`src/rtl/hgame_pkg.sv`:
```
// Shared types and constants for the Hunch game match controller.
package hgame_pkg;

  // Match sequencer states.
  typedef enum logic [2:0] {
    IDLE,
    CLEAR,
    PLAY,
    SCORE,
    DONE
  } state_t;

  // Round-result codes, bit map [2]=A [1]=B [0]=C.
  localparam logic [2:0] RES_NONE = 3'b000;
  localparam logic [2:0] RES_A    = 3'b100;
  localparam logic [2:0] RES_B    = 3'b010;
  localparam logic [2:0] RES_C    = 3'b001;
  localparam logic [2:0] RES_DRAW = 3'b111;

endpackage

```
`src/rtl/hgame_round_timer.sv`:
```
// Round stall timer: cleared by load, counts while enabled,
// expire is high on the enabled cycle where the count sits at TIMEOUT_CYC-1.
module hgame_round_timer #(
  parameter int TIMEOUT_CYC = 16
) (
  input  logic clk,
  input  logic rst,
  input  logic load,
  input  logic en,
  output logic expire
);

  localparam int TW = (TIMEOUT_CYC > 1) ? $clog2(TIMEOUT_CYC) : 1;

  logic [TW-1:0] cnt;

  // Counter: load to zero, advance while enabled, park at the terminal count.
  always_ff @(posedge clk or posedge rst) begin
    if (rst)                 cnt <= '0;
    else if (load)           cnt <= '0;
    else if (en && !expire)  cnt <= cnt + 1'b1;
  end

  assign expire = en && (cnt == TW'(TIMEOUT_CYC - 1));

endmodule

```
`src/rtl/hgame_match_ctrl.sv`:
```
// Match-level sequencer around the Hunch round FSM: resets the round FSM
// between rounds, scores each result, times out stalled rounds and
// declares the match winner(s).
module hgame_match_ctrl
  import hgame_pkg::*;
#(
  parameter int WIN_SCORE   = 3,
  parameter int MAX_ROUNDS  = 9,
  parameter int TIMEOUT_CYC = 16,
  localparam int SW = $clog2(WIN_SCORE + 1),
  localparam int RW = $clog2(MAX_ROUNDS + 1)
) (
  input  logic          CLK,
  input  logic          RST,
  input  logic          START,
  input  logic          ABORT,
  input  logic [2:0]    WINNER_DISP,
  output logic          GAME_RST,
  output logic [SW-1:0] SCORE_A,
  output logic [SW-1:0] SCORE_B,
  output logic [SW-1:0] SCORE_C,
  output logic [RW-1:0] ROUND_CNT,
  output logic [2:0]    MATCH_WINNER,
  output logic          MATCH_DONE,
  output logic          BUSY
);

  state_t        state, next_state;
  logic [2:0]    res;
  logic          expire;
  logic [SW-1:0] new_a, new_b, new_c, max_ab, max_s;
  logic [RW-1:0] new_round;
  logic [2:0]    win_mask;
  logic          done_hit;
  logic          clear_match;

  function automatic logic [SW-1:0] sat_inc(input logic [SW-1:0] s);
    return (s >= SW'(WIN_SCORE)) ? s : s + 1'b1;
  endfunction

  hgame_round_timer #(.TIMEOUT_CYC(TIMEOUT_CYC)) u_timer (
    .clk    (CLK),
    .rst    (RST),
    .load   (state == CLEAR),
    .en     (state == PLAY),
    .expire (expire)
  );

  // State register.
  always_ff @(posedge CLK or posedge RST) begin
    if (RST) state <= IDLE;
    else     state <= next_state;
  end

  // Candidate scores, round count, finish test and winner mask for the SCORE cycle.
  always_comb begin
    new_a     = (res != RES_DRAW && res[2]) ? sat_inc(SCORE_A) : SCORE_A;
    new_b     = (res != RES_DRAW && res[1]) ? sat_inc(SCORE_B) : SCORE_B;
    new_c     = (res != RES_DRAW && res[0]) ? sat_inc(SCORE_C) : SCORE_C;
    new_round = (ROUND_CNT >= RW'(MAX_ROUNDS)) ? ROUND_CNT : ROUND_CNT + 1'b1;
    done_hit  = (new_a == SW'(WIN_SCORE)) || (new_b == SW'(WIN_SCORE)) ||
                (new_c == SW'(WIN_SCORE)) || (new_round == RW'(MAX_ROUNDS));
    max_ab    = (new_a > new_b) ? new_a : new_b;
    max_s     = (max_ab > new_c) ? max_ab : new_c;
    win_mask  = {new_a == max_s, new_b == max_s, new_c == max_s};
  end

  // Next-state logic; ABORT overrides every state.
  always_comb begin
    next_state = state;
    if (ABORT) begin
      next_state = IDLE;
    end else begin
      unique case (state)
        IDLE:    if (START) next_state = CLEAR;
        CLEAR:   next_state = PLAY;
        PLAY:    if (WINNER_DISP != RES_NONE || expire) next_state = SCORE;
        SCORE:   next_state = done_hit ? DONE : CLEAR;
        DONE:    if (START) next_state = CLEAR;
        default: next_state = IDLE;
      endcase
    end
  end

  // A new match starts on the edge leaving IDLE or DONE for CLEAR.
  always_comb begin
    clear_match = (next_state == CLEAR) && (state == IDLE || state == DONE);
  end

  // Registered datapath: round-FSM reset, result latch, scores, round count, winner.
  always_ff @(posedge CLK or posedge RST) begin
    if (RST) begin
      GAME_RST     <= 1'b1;
      res          <= RES_NONE;
      SCORE_A      <= '0;
      SCORE_B      <= '0;
      SCORE_C      <= '0;
      ROUND_CNT    <= '0;
      MATCH_WINNER <= RES_NONE;
    end else begin
      GAME_RST <= (next_state == IDLE) || (next_state == CLEAR) || (next_state == DONE);
      // A real result takes precedence over a coincident timeout.
      if (state == PLAY && next_state == SCORE)
        res <= (WINNER_DISP != RES_NONE) ? WINNER_DISP : RES_DRAW;
      if (clear_match) begin
        SCORE_A      <= '0;
        SCORE_B      <= '0;
        SCORE_C      <= '0;
        ROUND_CNT    <= '0;
        MATCH_WINNER <= RES_NONE;
      end else if (state == SCORE && !ABORT) begin
        SCORE_A   <= new_a;
        SCORE_B   <= new_b;
        SCORE_C   <= new_c;
        ROUND_CNT <= new_round;
        if (next_state == DONE) MATCH_WINNER <= win_mask;
      end
    end
  end

  // Status outputs decoded from the current state.
  always_comb begin
    MATCH_DONE = (state == DONE);
    BUSY       = (state == CLEAR) || (state == PLAY) || (state == SCORE);
  end

endmodule

```
`config.mk`:
```
export PLATFORM = sky130hd
export DESIGN_NAME = hgame_match_ctrl
export DESIGN_NICKNAME = d
export VERILOG_FILES = /design/src/rtl/hgame_pkg.sv /design/src/rtl/hgame_round_timer.sv /design/src/rtl/hgame_match_ctrl.sv
export SDC_FILE = /design/constraint.sdc
export NUM_CORES = 1
export LEC_CHECK = 0
export CORE_ASPECT_RATIO = 1.5
export CORE_UTILIZATION = 50
export CTS_CLUSTER_DIAMETER = 80
export DETAILED_ROUTE_END_ITERATION = 6
export PLACE_DENSITY = 0.74
export SLEW_MARGIN = 20
export SYNTH_ARGS = -nofsm -noshare
export SYNTH_HDL_FRONTEND = slang
export SYNTH_HIERARCHICAL = 1
export SYNTH_SLANG_ARGS = --single-unit
```
`constraint.sdc`:
```
create_clock -name CLK -period 8.2 [get_ports CLK]
set_input_delay 1.64 -clock CLK [delete_from_list [all_inputs] [get_ports CLK]]
set_output_delay 1.64 -clock CLK [all_outputs]
set_load 0.05 [all_outputs]
```
==> results_dict.tcl <==
set metrics [dict create \
    synthArstFlopShare_pct 100 \
    gp_congestion 0.831 \
    p_leak_nw 0.849 \
    fin_cells 244 \
    yosysWarnings 6 \
    dieWidth_um 49.1 \
    syn-num-nets 202 \
    yosysSeqAreaShare_pct 36.2 \
    via_per_inst 5.67 \
    cts-root-buf "clkbuf_8" \
    synth_seq_cells 24 \
    max_freq_mhz 280 \
    fin_crit_ps 3580 \
    grt_max_degree 21 \
    regToRegEndpoint "MATCH_WINNER[1]" \
    h-tree-depth 1 \
    reg2reg_depth 14 \
    clkSlewWorstSetupHoldPaths_ps 80 \
    arrival_ps 1940 \
    synthFlopType "dfrtp_1" \
    hold_viol 0 \
    synthCells 184 \
    drv_slew 0 \
    cts-resized-gates 0 \
    dp_cells 240 \
    dr.first_iter.drc_count 26 \
    coreArea_mm2 0.00316 \
    dieArea_mm2 0.00357 \
    cellPowerDensity_mw_per_mm2 292 \
    clockBufferDepth 2 \
    first_pass_iters 4 \
    clock_latency_ps 270 \
    hold_buffers 0 \
    syn_avg_cell_area_um2 9.04 \
    io_buffers 22 \
    areaGrowthSynthToFinish_pct 16.7 \
    num_io_pins 23 \
    min_path_cells 1 \
    r2r-start "res[1]" \
    avgRoutedWirePerCell_um 14.4 \
    switching_share_pct 45.7 \
    period_share_pct 43.6 \
    post_cts_buffers 0 \
    synth.distinct_cells 48 \
    final_nets 223 \
    hold_start "MATCH_WINNER[1]" \
    seq_power_share_pct 29.3 \
    antenna_found_initial 0 \
    worstPathMaxFanout 9 \
    cts_sinks 24 \
    antenna_left 0 \
    p_switching_uw 259 \
    internal_power_uw 308 \
    wirelength_mm 3.51 \
    endpoint_kind "primary output" \
    cts_tree "done" \
    finalSetupViolations 0 \
    grt_util_all_layers_pct 21.5 \
    tightest_slew_ps 783 \
    grt_pass1_vias 1349 \
    overflow 0 \
    vias 1383 \
    die_height_um 72.6 \
    max-slew-margin-rel_pct 47.7 \
    fillers 277 \
    post-place-ws_ps 4830 \
    p_comb_share_pct 58.0 \
    place_hpwl_mm 2.68 \
    n_antenna_cell 0 \
    grt_pass1_wl_mm 5.89 \
    power_uw 567 \
    holdPathEnd "MATCH_WINNER[1]" \
    numCtsBuffers 3 \
    status "complete, no violations" \
    drcViolationCount 0 \
    power_frac_clock_pct 12.7 \
    initial_utilization_pct 52.6 \
    skew_ps 4.09 \
    startpoint_type "register" \
    synth_area_mm2 0.00166 \
    drv_cap 0 \
    fin_ws_ps 4620 \
    reg2reg_slack_ps 4800 \
    worstPathRequired_ps 6560 \
    rows 25 \
    drive_above_1_share_pct 8.33 \
    fin_util_pct 61.4 \
    synth_edf_count 0 \
    vdd_drop_max_mv 0.169 \
    rsz0062_at_grt "no" \
    holdCritPathClass "reg2reg" \
    worstSetupPathType "reg2out" \
    finalSetupTns_ps 0 \
]
kinds of logic (layout without fill, tap and decap cells):
kind of cell / count (synthesis) / after routing / synth area share (%)
buffers and inverters: 17 / 37 / 4.74
flip-flops: 24 / 24 / 36.2
multiplexers: 8 / 8 / 5.64
XOR/XNOR: 7 / 7 / 3.69
adder cells (fa/ha/maj): 11 / 11 / 8.28
AO/OA/AOI/OAI: 38 / 38 / 17.8
AND/OR/NAND/NOR: 79 / 79 / 23.6
routing by layer:
metal  GRT usage (%)  vias up  part of all wire (%)
li1                -      686                     -
met4            11.8        0                   1.7
met5               0        -                     0
met2            38.5       22                    54
met1            24.8      671                    42
met3            2.08        4                   2.1
cells in the final DEF, fill, tap and decap left out, drive strengths merged, types with 2 or more instances in the layout:
cell type	instances
nor2	25
nor3b	2
nand2	15
and2	2
ha	11
xnor2	6
a31o	2
or2	2
clkbuf	4
nor2b	5
a31oi	4
a211o	2
clkdlybuf4s50	22
nand2b	7
dfrtp	23
o21ai	8
a221oi	2
nand3	5
a21oi	10
mux2i	6
nor3	5
mux2	2
nand4	5
inv	11
a21boi	3
how the worst max path moves through the flow:
stage	from	end	cells past startpoint
floorplan	SCORE_B[0]	MATCH_WINNER[1]	15
global placement	res[1]	MATCH_WINNER[1]	14
detailed placement	ABORT	MATCH_WINNER[0]	6
CTS	state[1]	MATCH_DONE	3
global route	state[1]	MATCH_DONE	3
finish	state[1]	MATCH_DONE	3
power groups by stage:
stage / sequential [mW] / clock (mW) / combinational, mW
2_1_floorplan: 0.175 / 0 / 0.256
3_3_place_gp: 0.167 / 0 / 0.318
3_5_place_dp: 0.168 / 0 / 0.327
4_1_cts: 0.166 / 0.0743 / 0.330
5_1_grt: 0.170 / 0.0773 / 0.364
6_report: 0.166 / 0.0722 / 0.329
worst max-delay path: stages (launching register included):
cell	delay [ps]
dfrtp_1	480
nor2_1	200
and2_1	180
clkdlybuf4s50_1	810
final cells by class:
class,instances,area (um^2),area share (%)
flip-flops and latches,24,602,31.0
repair buffers,22,220,11.3
well taps,40,50.0,2.58
inverters,11,41.3,2.13
clock buffers,4,45.0,2.32
multi-input cells,143,982,50.6
flip-flops by register name, summed over array words and instances (netlist names):
signal / flops
res: 3
state: 3
ROUND_CNT: 4
SCORE_C: 2
SCORE_B: 2
GAME_RST: 1
SCORE_A: 2
u_timer/cnt: 4
MATCH_WINNER: 3
through the flow:
stage	instance area, um^2	hold slack (ps)
3_5_place_dp	1900	507
2_1_floorplan	1660	519
4_1_cts	1940	526
6_report	1940	522
5_1_grt	1940	532
3_3_place_gp	1900	494
cells in the mapped netlist, types with 2 or more instances:
master    instances  area share, %
a31oi_1           3            1.1
dfrtp_1          23             35
ha_1             11            8.3
mux2_4            2            1.8
inv_1            11            2.5
nand2_1          15            3.4
a21oi_1          10            3.0
xnor2_1           6            3.2
nand2b_1          7            2.6
nor2b_1           4            1.5
nor2_1           25            5.6
a211o_1           2            1.1
a31o_1            2            1.1
buf_4             2           0.90
mux2i_1           5            3.0
or2_2             2           0.75
and2_1            2           0.75
clkbuf_1          2           0.45
nor3b_1           2           0.90
nand4_1           5            1.9
nand3_1           5            1.5
a21boi_2          3            2.0
o21ai_0           6            1.8
nor3_1            5            1.5
Note: power is estimated with default switching activity, not from simulation.
